--- config.mk ---
export PLATFORM = sky130hd
export DESIGN_NAME = tone_gen
export DESIGN_NICKNAME = d
export VERILOG_FILES = /design/src/rtl/tone_gen.sv
export SDC_FILE = /design/constraint.sdc
export NUM_CORES = 1
export LEC_CHECK = 0
export CAP_MARGIN = 20
export CORE_ASPECT_RATIO = 0.8
export CORE_UTILIZATION = 40
export CTS_CLUSTER_SIZE = 40
export DETAILED_ROUTE_END_ITERATION = 8
export PLACE_DENSITY_LB_ADDON = 0.3
export SLEW_MARGIN = 20
export SYNTH_ARGS = -nofsm -noshare
export SYNTH_HDL_FRONTEND = slang
export SYNTH_SLANG_ARGS = --single-unit
--- constraint.sdc ---
create_clock -name clk -period 7.95 [get_ports clk]
set_clock_uncertainty 0.2 [all_clocks]
set_input_delay 0.795 -clock clk [delete_from_list [all_inputs] [get_ports clk]]
set_output_delay 0.795 -clock clk [all_outputs]
set_load 0.03 [all_outputs]
--- src/rtl/tone_gen.sv ---
// rtl/tone_gen.sv - square-wave tone generator driven by frequency/duration note requests
//
// Purpose: accepts one note (frequency in Hz, duration in ms) per handshake,
// derives the half-period in clock cycles with a 32-step restoring divider,
// plays a 50%-duty square wave for the note duration, then a fixed silent gap.
//
// Ports:
//   clk       system clock
//   rst       synchronous reset, active-high
//   in_valid  note request
//   in_ready  block can accept a note (idle and not in reset)
//   freq      note frequency in Hz, 0 = rest
//   dur_ms    note duration in ms, 0 = no note (immediate done)
//   audio     square-wave output (registered)
//   busy      high whenever not idle
//   done      one-cycle pulse when a note and its gap have finished (registered)
module tone_gen #(
   parameter int CLK_HZ = 50_000_000,
   parameter int GAP_MS = 10
) (
   input  logic        clk,
   input  logic        rst,
   input  logic        in_valid,
   output logic        in_ready,
   input  logic [19:0] freq,
   input  logic [15:0] dur_ms,
   output logic        audio,
   output logic        busy,
   output logic        done
);

   localparam int          MS_CYCLES  = CLK_HZ / 1000;
   localparam logic [31:0] MS_CYC32   = 32'(MS_CYCLES);
   localparam logic [31:0] DIVIDEND   = 32'(CLK_HZ);
   localparam logic [31:0] GAP_CYCLES = 32'(GAP_MS * MS_CYCLES);

   typedef enum logic [1:0] {
      S_IDLE,
      S_DIV,
      S_PLAY,
      S_GAP
   } state_t;

   state_t      r_state;
   state_t      w_state_next;

   logic [19:0] r_freq;
   logic [20:0] r_rem;
   logic [31:0] r_dq;      // dividend shifts out the top while quotient bits shift in
   logic [4:0]  r_bit;
   logic [31:0] r_half;
   logic [31:0] r_hcnt;
   logic [31:0] r_cnt;     // cycles remaining in PLAY or GAP
   logic        r_rest;

   logic        w_accept;
   logic        w_div_last;
   logic        w_play_last;
   logic        w_gap_last;
   logic        w_done_next;
   logic [21:0] w_rem_sh;
   logic [20:0] w_divisor;
   logic        w_qbit;
   logic [20:0] w_rem_diff;
   logic [31:0] w_quo;
   logic [31:0] w_half;

   assign in_ready = (r_state == S_IDLE) & ~rst;
   assign busy     = (r_state != S_IDLE);
   assign w_accept = in_valid & in_ready;

   assign w_div_last  = (r_state == S_DIV)  && (r_bit == 5'd31);
   assign w_play_last = (r_state == S_PLAY) && (r_cnt == 32'd1);
   assign w_gap_last  = (r_state == S_GAP)  && (r_cnt == 32'd1);

   // One restoring-division step; the remainder always stays below the divisor,
   // so the 21-bit difference is exact whenever the subtraction is taken.
   assign w_divisor  = {r_freq, 1'b0};
   assign w_rem_sh   = {r_rem, r_dq[31]};
   assign w_qbit     = (w_rem_sh >= {1'b0, w_divisor});
   assign w_rem_diff = w_rem_sh[20:0] - w_divisor;
   assign w_quo      = {r_dq[30:0], w_qbit};
   assign w_half     = (w_quo == 32'd0) ? 32'd1 : w_quo;

   always_comb begin
      w_state_next = r_state;
      w_done_next  = 1'b0;
      case (r_state)
         S_IDLE: begin
            if (w_accept) begin
               if (dur_ms == 16'd0) begin
                  w_done_next = 1'b1;
               end else if (freq == 20'd0) begin
                  w_state_next = S_PLAY;
               end else begin
                  w_state_next = S_DIV;
               end
            end
         end
         S_DIV: begin
            if (w_div_last) begin
               w_state_next = S_PLAY;
            end
         end
         S_PLAY: begin
            if (w_play_last) begin
               if (GAP_MS == 0) begin
                  w_state_next = S_IDLE;
                  w_done_next  = 1'b1;
               end else begin
                  w_state_next = S_GAP;
               end
            end
         end
         S_GAP: begin
            if (w_gap_last) begin
               w_state_next = S_IDLE;
               w_done_next  = 1'b1;
            end
         end
         default: w_state_next = S_IDLE;
      endcase
   end

   always_ff @(posedge clk) begin
      if (rst) begin
         r_state <= S_IDLE;
      end else begin
         r_state <= w_state_next;
      end
   end

   always_ff @(posedge clk) begin
      if (rst) begin
         r_freq <= '0;
         r_rem  <= '0;
         r_dq   <= '0;
         r_bit  <= '0;
         r_half <= '0;
         r_hcnt <= '0;
         r_cnt  <= '0;
         r_rest <= 1'b0;
         audio  <= 1'b0;
         done   <= 1'b0;
      end else begin
         done <= w_done_next;
         case (r_state)
            S_IDLE: begin
               audio <= 1'b0;
               if (w_accept) begin
                  r_freq <= freq;
                  r_cnt  <= 32'(dur_ms) * MS_CYC32;
                  r_rem  <= '0;
                  r_dq   <= DIVIDEND;
                  r_bit  <= '0;
                  r_rest <= (freq == 20'd0);
               end
            end
            S_DIV: begin
               r_rem <= w_qbit ? w_rem_diff : w_rem_sh[20:0];
               r_dq  <= w_quo;
               r_bit <= r_bit + 5'd1;
               if (w_div_last) begin
                  r_half <= w_half;
                  r_hcnt <= w_half - 32'd1;
                  audio  <= 1'b1;
               end
            end
            S_PLAY: begin
               if (w_play_last) begin
                  audio <= 1'b0;
                  r_cnt <= GAP_CYCLES;
               end else begin
                  r_cnt <= r_cnt - 32'd1;
                  if (!r_rest) begin
                     if (r_hcnt == 32'd0) begin
                        audio  <= ~audio;
                        r_hcnt <= r_half - 32'd1;
                     end else begin
                        r_hcnt <= r_hcnt - 32'd1;
                     end
                  end
               end
            end
            S_GAP: begin
               audio <= 1'b0;
               r_cnt <= r_cnt - 32'd1;
            end
            default: audio <= 1'b0;
         endcase
      end
   end

endmodule

# ---- After elaboration in Yosys (flattened, before gate mapping)
# Cells that the tools add are included.
dict set report word_totals {
  regBits 179
  in_bits 39
  out_inout_bits 4
  elab_cells 89
}
dict set report op_classes {
  add_sub_neg 6
  mul 1
  magnitude_cmp 1
  n_eq_ne 14
  n_mux 32
  bitwise 4
  reduce_logical 20
}
# cell n
set ops {}
lappend ops {{$mux W32} 8}
lappend ops {{$pmux W32 S2} 2}
lappend ops {{$sub A32 B1 Y32 const B} 4}
lappend ops {{$pmux W32 S3} 1}
lappend ops {{$logic_not A32 Y1} 2}
lappend ops {{$mux W21} 2}
lappend ops {{$pmux W21 S2} 1}
lappend ops {{$eq A32 B1 Y1 const B} 1}
lappend ops {{$mul A16 B12 Y28 const B} 1}
lappend ops {{$ge A22 B21 Y1} 1}
lappend ops {{$sub A21 B21 Y21} 1}
lappend ops {{$logic_not A20 Y1} 1}
lappend ops {{$logic_not A16 Y1} 1}
lappend ops {{$ne A2 B2 Y1 const B} 7}
lappend ops {{$mux W2} 6}
lappend ops {{$pmux W5 S2} 1}
lappend ops {{$pmux W2 S4} 1}
lappend ops {{$reduce_and A2 Y1} 4}
lappend ops {{$mux W1} 7}
lappend ops {{$reduce_bool A2 Y1} 3}
lappend ops {{$add A5 B1 Y5 const B} 1}
lappend ops {{$eq A5 B5 Y1 const B} 1}
lappend ops {{$mux W5} 1}
lappend ops {{$reduce_and A5 Y1} 1}
lappend ops {{14 further kinds} 19}

# ---- Depth between registers and ports, before layout
# Gate-level depths: netlist (run 1).
dict set report depth {
  word_depth 6
  ltp_mapped 18
  mapped_depth_nobuf 18
}

# ---- Worst setup path after synthesis (run 1)
# OpenSTA, ideal clock, no wires.
dict set report synth_path {
  path_kind {input -> register}
  start {input dur_ms[4]}
  end {register r_cnt[28]}
  setup_time_ns 0.132
  arrival_time_ns 4.687
  required_time_ns 7.618
  setup_slack_ns 2.931
  path_stages 18
  path_buffers 0
  path_cell_list {inv_1 ha_1 ha_1 inv_1 fa_1 inv_1 fa_1 fa_1 ha_1 a21o_1 a21o_1 a21oi_1 o21ai_0 a211oi_1 or3_1 nand2_1 a221oi_1 nor3_1}
}
dict set report synth_between {
  elab_chain_cells 3
}
# item line_no
set synth_rtl {}
lappend synth_rtl {{from (decl)} 26} ;# input logic [15:0] dur_ms,
lappend synth_rtl {{$mul A16 B12 Y28} 152} ;# r_cnt <= 32'(dur_ms) * MS_CYC32;
lappend synth_rtl {{$mux W32} 150} ;# if (w_accept) begin
lappend synth_rtl {{$pmux W32 S3} 147} ;# case (r_state)
lappend synth_rtl {{to (signal assigned)} 152}
lappend synth_rtl {{to (signal assigned)} 174} ;# r_cnt <= r_cnt - 32'd1;
lappend synth_rtl {{to (signal assigned)} 187} ;# r_cnt <= r_cnt - 32'd1;
lappend synth_rtl {{to (decl)} 53} ;# logic [31:0] r_cnt;
# No other way between the ends. The select of a mux whose other input is x is not followed.
# A chain may end at the register's enable or synchronous reset.

# ---- Worst setup path after layout (run 1)
dict set report layout_path {
  start {input dur_ms[8]}
  end {register r_cnt[30]}
}
# The elaborated chain is that of the path after synthesis.

==> results_dict.tcl, run 1 <==
set metrics [dict create \
    synth_top_area_cell "dfxtp_1" \
    clock_latency_ns 0.45 \
    grt_first_pass_wirelength_mm 56.4 \
    setup_viol 0 \
    synthDistinctLibCells 75 \
    clk_pin_slew_ns 0.07 \
    nNetsFinal 1858 \
    seq_area_frac_synth_pct 27.0 \
    finalPower_w 0.00523 \
    maxCapViolations 0 \
    crit_end "r_cnt[30]" \
    place.gp.congestion 0.907 \
    drt-initial-drc-count 867 \
    rr_endpoint "r_hcnt[31]" \
    cellLeakagePower_nw 5.98 \
    num_rows 59 \
    slew_viol_final 0 \
    ctsHoldBuffers 0 \
    path_depth 18 \
    routed_wl_mm 34.6 \
    io_pins 43 \
    cpPeakStageDelay_ns 0.60 \
    synth_edf_count 0 \
    insertedDiodeCount 0 \
    reg2reg_depth 10 \
    drive_gt1_share_pct 6.13 \
    synthFlopType "dfxtp_1" \
    crit_arrival_ns 5.80 \
    start_util_pct 40.8 \
    avgViaCountPerCell 5.64 \
    io_buffers 42 \
    crit_required_ns 8.06 \
    worstSetupPathType "input port to flop" \
    min_period_ns 5.68 \
    worst-r2r-setup-slack_ns 3.66 \
    peakVddDrop_mv 0.162 \
    die_h_um 165 \
    setup_tns_ns 0 \
    fin_cells 2074 \
    fmax_mhz 176 \
    post_drt_wl_per_cell_um 16.7 \
    grt_max_degree 68 \
    ys_ff_latch 179 \
    seqPwrFrac_pct 23.7 \
    dp_hpwl_mm 25.0 \
    dp_cells 2042 \
    startpoint "dur_ms[8]" \
    reg2reg_from "r_state[0]" \
    die_x_um 206 \
    ys_top_cells_by_count "dfxtp_1, nor2_1, nand2_1" \
    pwr-share-clk_pct 16.0 \
    hold_viol 0 \
    clk_path_buf_depth 2 \
    worstMarginPinSlew_ns 0.984 \
    p_switching_w 0.00244 \
    p_int_w 0.00279 \
    dr.pass1.iters 5 \
    share_comb_of_total_power_pct 60.3 \
    crit_buf_inv 4 \
    htreeDepth 4 \
    yosysWarnings 0 \
    root_buffer "clkbuf_16" \
    die-area_um2 33900 \
    swShare_pct 46.7 \
    vias 11700 \
    route.detailed.drc 0 \
    cts-resized-gates 0 \
    crit_family "adder cells" \
    avgSynthCellArea_um2 8.12 \
    max-slew-margin-rel_pct 34.4 \
    critPathSlowestCell "clkdlybuf4s50_1" \
    start_kind "input port" \
    grt_overflow 0 \
    worstHoldStart "r_half[22]" \
    holdPathStages 2 \
    synth_top_area_share_pct 27.0 \
    finalCritPeriodShare_pct 71.5 \
    syn_nets 1859 \
    outcome "complete, no violations" \
    rsz0062_at_grt "false" \
    cellPowerDensity_nw_per_um2 358 \
    drtAntennaViolNets 0 \
    post_cts_buffers 0 \
    critPathMaxFanout 5 \
    netlist_area_um2 13300 \
    syn_inst 1635 \
    hold_class "flop to flop" \
    grt_pass1_vias 10600 \
    ys_top_cells_by_area "dfxtp_1, ha_1, fa_1" \
    grtUsageTotal_pct 21.0 \
    cts_made_buffers 17 \
    cts_tree "built" \
    whs_ns 0.255 \
    antenna_found_initial 0 \
    fin_area_um2 14600 \
    async_flop_share_pct 0 \
    place_area_um2 14100 \
    yosysMostFrequentCell "dfxtp_1" \
    endpoint_kind "flop" \
    fillers 3188 \
    area_growth_pct 10.1 \
    clkSinkCount 179 \
    path_cells "clkdlybuf4s50_1 > inv_1 > ha_1 > ha_1 > inv_1 > fa_1 > fa_1 > inv_1 > fa_1 > ha_1 > or4_1 > a21oi_1 > nor2_1 > a211oi_1 > o21ai_0 > xor2_1 > a31oi_1 > nor2_1" \
    coreArea_um2 32600 \
]
-- power by group through the flow --
stage	clock [W]	sequential, W	combinational, W
finish	0.000835	0.00124	0.00315
global route	0.000891	0.00126	0.00354
CTS	0.000852	0.00124	0.00314
detailed placement	0	0.00125	0.00312
global placement	0	0.00125	0.00309
floorplan	0	0.00121	0.00245
-- how the worst min path moves through the flow --
stage / to / slack, ns
after CTS: r_half[23] / 0.26
after floorplan: r_half[1] / 0.24
final: r_half[22] / 0.26
after global routing: r_half[23] / 0.27
after global placement: r_half[7] / 0.24
after detailed placement: r_half[7] / 0.25
-- through the flow --
step,util [%],setup slack (ns)
after floorplan,-,2.93
after global placement,43.2,1.90
after detailed placement,43.2,1.82
after CTS,44.9,2.31
after global routing,44.9,1.92
final,44.9,2.27
-- metal layers --
layer	vias up	routed length, um	global-route usage [%]
met1	5586	18300	32.2
met5	-	0	0
met4	0	216	4.24
li1	5806	-	-
met3	18	1720	3.08
met2	277	14400	30.5
-- area by class of cell --
type	instances	area [um^2]	area share [%]
clock buffer	20	437	2.99
clock inverter	12	124	0.848
inverter	153	574	3.93
multi-input combinational	1226	8820	60.4
sequential	179	3580	24.5
tap	427	534	3.66
timing repair buffer	57	534	3.66
-- registers in the layout (all words and copies together) (netlist names) --
register	cells
done	1
r_dq	32
r_state	2
r_rem	21
r_freq	20
r_hcnt	32
r_half	32
r_cnt	32
r_rest	1
r_bit	5
audio	1
-- cells in the final DEF (no fill, tap or decap), types with 13 or more instances in the layout --
master | synthesis | layout
a211oi_1 | 35 | 35
a21oi_1 | 107 | 104
a22oi_1 | 38 | 38
a31oi_1 | 21 | 21
buf_4 | 0 | 15
clkbuf_16 | 0 | 17
clkdlybuf4s50_1 | 0 | 41
dfxtp_1 | 179 | 179
fa_1 | 45 | 45
ha_1 | 140 | 139
inv_1 | 152 | 152
mux2_2 | 27 | 27
nand2_1 | 155 | 155
nand3_1 | 23 | 23
nand4_1 | 23 | 23
nor2_1 | 178 | 177
nor3_1 | 41 | 41
nor4_1 | 30 | 30
o21a_1 | 13 | 13
o21ai_0 | 88 | 87
o31ai_1 | 22 | 22
xnor2_1 | 30 | 30
xor2_1 | 24 | 24
-- worst register-to-register path, stage by stage, from the launching register on --
cell and delay (ns):
dfxtp_1 0.35, inv_1 0.14, ha_2 0.51, buf_4 0.57
clkinv_1 0.48, nand2_1 0.19, o211ai_1 0.18, a2111oi_4 0.77
nand2_4 0.17, or3_1 0.42, a311oi_2 0.23
-- logic make-up (layout without fill, tap and decap cells) --
kind of cell,after synthesis,count (layout),share of synthesized area [%]
simple gates,532,532,18.9
flops,179,179,27.0
compound gates,420,420,21.0
fa+ha+maj,185,185,20.0
xor+xnor,54,54,3.56
buf+inv,230,242,6.75
mux,35,35,2.89
(Power assumes the default switching activity.)
==> run 2: changes to the inputs <==
clock period = 5.6 ns   (was 7.95 ns; I/O delays follow)
==> run 2 against run 1 <==
Hold slack got worse by 0.017 ns. Clock power rose by 51%. Critical path type unchanged. Critical path depth rose by 2. Highest routed layer unchanged. Utilization rose by 0.93 points. Critical endpoint is now r_cnt[29]. Wire length fell by 0.38%. Global-route usage fell by 0.29 points. Cell area rose by 2.1%. Via count rose by 1.3%. Die area did not move.
==> results_dict.tcl, run 2 (synthesis gave the netlist of run 1 again) <==
set metrics [dict create \
    hold_class "input port to flop" \
    insertedDiodeCount 0 \
    p_int_w 0.00417 \
    clock_latency_ns 0.44 \
    cellLeakagePower_nw 6.15 \
    clk_pin_slew_ns 0.07 \
    worstSetupPathType "input port to flop" \
    worst-r2r-setup-slack_ns 1.34 \
    place.gp.congestion 0.906 \
    hold_end "r_rem[10]" \
    drive_gt1_share_pct 8.10 \
    avgViaCountPerCell 5.62 \
    cts_tree "built" \
    cellPowerDensity_nw_per_um2 512 \
    post_drt_wl_per_cell_um 16.4 \
    crit_arrival_ns 5.39 \
    worstMarginPinSlew_ns 1.08 \
    post-route-util_pct 45.8 \
    cpPeakStageDelay_ns 0.53 \
    rr_endpoint "r_hcnt[16]" \
    grt_max_degree 81 \
    max-slew-margin-rel_pct 28.1 \
    peakVddDrop_mv 0.198 \
    rsz0062_at_grt "false" \
    final_common_cell "dfxtp_1" \
    setup_viol 0 \
    vias 11800 \
    antenna_found_initial 0 \
    io_pins 43 \
    crit_required_ns 5.75 \
    maxCapViolations 0 \
    htreeDepth 4 \
    pwr-share-clk_pct 16.4 \
    share_comb_of_total_power_pct 60.5 \
    holdPathStages 2 \
    outcome "complete, no violations" \
    area_growth_pct 12.3 \
    reg2reg_depth 13 \
    hold_viol 0 \
    p_switching_w 0.00347 \
    finalCritPeriodShare_pct 93.4 \
    fillers 3182 \
    crit_family "adder cells" \
    clkSinkCount 179 \
    cts-resized-gates 0 \
    die_h_um 165 \
    min_period_ns 5.23 \
    finalPower_w 0.00764 \
    ctsHoldBuffers 0 \
    path_cells "clkdlybuf4s50_1 > buf_4 > ha_1 > ha_1 > fa_1 > ha_1 > inv_1 > fa_1 > inv_1 > ha_1 > nor2b_1 > o21ai_0 > a21boi_0 > o21a_1 > o31ai_1 > buf_4 > o311a_1 > nand2b_1 > mux2i_1 > a311oi_1" \
    critPathMaxFanout 4 \
    root_buffer "clkbuf_16" \
    die-area_um2 33900 \
    layout_common_cells "dfxtp_1, nor2_1, nand2_1" \
    grt_overflow 0 \
    clk_path_buf_depth 2 \
    worstHoldStart "rst" \
    num_rows 59 \
    seqPwrFrac_pct 23.0 \
    routed_wl_mm 34.5 \
    start_util_pct 40.8 \
    dp_hpwl_mm 25.2 \
    drtAntennaViolNets 0 \
    post_cts_buffers 0 \
    nNetsFinal 1891 \
    critPathSlowestCell "fa_1" \
    drt-initial-drc-count 967 \
    grt_pass1_vias 10900 \
    die_x_um 206 \
    fmax_mhz 191 \
    grt_first_pass_wirelength_mm 56.2 \
    crit_buf_inv 5 \
    crit_top_cell "ha_1" \
    route.detailed.drc 0 \
    coreArea_um2 32600 \
    slew_viol_final 0 \
    swShare_pct 45.4 \
    dr.pass1.iters 5 \
    grtUsageTotal_pct 20.7 \
    cts_made_buffers 17 \
    endpoint_kind "flop" \
    start_kind "input port" \
    io_buffers 42 \
    reg2reg_from "r_state[0]" \
]
[run 2: cell count changes in the layout (fill, tap and decap cells not counted), moves of 4 or more]
cell,change
buf_4,+33
clkbuf_8,+5
clkinv_4,-4
clkinvlp_4,+4
[run 2: worst max path at each step]
stage / to / slack [ns] / from / cells after the start
2_1_floorplan: r_cnt[28] / 0.82 / dur_ms[4] / 18
3_3_place_gp: r_cnt[28] / 0.05 / dur_ms[2] / 19
3_5_place_dp: r_cnt[28] / -0.04 / dur_ms[2] / 19
4_1_cts: r_cnt[28] / 0.39 / dur_ms[2] / 19
5_1_grt: r_cnt[29] / 0.03 / dur_ms[2] / 20
6_report: r_cnt[29] / 0.37 / dur_ms[2] / 20
[run 2: through the flow]
| stage | hold slack [ns] | TNS, ns | cell area [um^2] | std cells | worst slack, ns |
|---|---|---|---|---|---|
| 3_3_place_gp | 0.243 | 0 | 14300 | 2075 | 0.0493 |
| 4_1_cts | 0.226 | 0 | 14900 | 2107 | 0.395 |
| 2_1_floorplan | 0.236 | 0 | 13300 | 1635 | 0.816 |
| 6_report | 0.238 | 0 | 14900 | 2107 | 0.367 |
| 3_5_place_dp | 0.249 | -0.103 | 14300 | 2075 | -0.0400 |
| 5_1_grt | 0.226 | 0 | 14900 | 2107 | 0.0304 |
[run 2: per-layer routing]
metal / vias to the layer above / wire length, um / GRT usage (%)
met5: - / 0 / 0
met2: 262 / 14000 / 29.5
met3: 30 / 1730 / 3.75
li1: 5869 / - / -
met1: 5683 / 18400 / 31.9
met4: 0 / 371 / 3.80
[run 2: power groups by stage]
stage / clock [W] / combinational (W) / sequential (W)
2_1_floorplan: 0 / 0.00347 / 0.00171
6_report: 0.00126 / 0.00463 / 0.00176
4_1_cts: 0.00128 / 0.00460 / 0.00175
3_3_place_gp: 0 / 0.00451 / 0.00177
5_1_grt: 0.00134 / 0.00518 / 0.00179
3_5_place_dp: 0 / 0.00457 / 0.00178
[run 2: area by class of cell]
type	instances	area [um^2]	area share, %
timing repair buffer	90	782	5.24
tap	427	534	3.58
inverter	153	574	3.85
multi-input combinational	1226	8820	59.2
clock inverter	9	116	0.780
sequential	179	3580	24.0
clock buffer	23	498	3.34
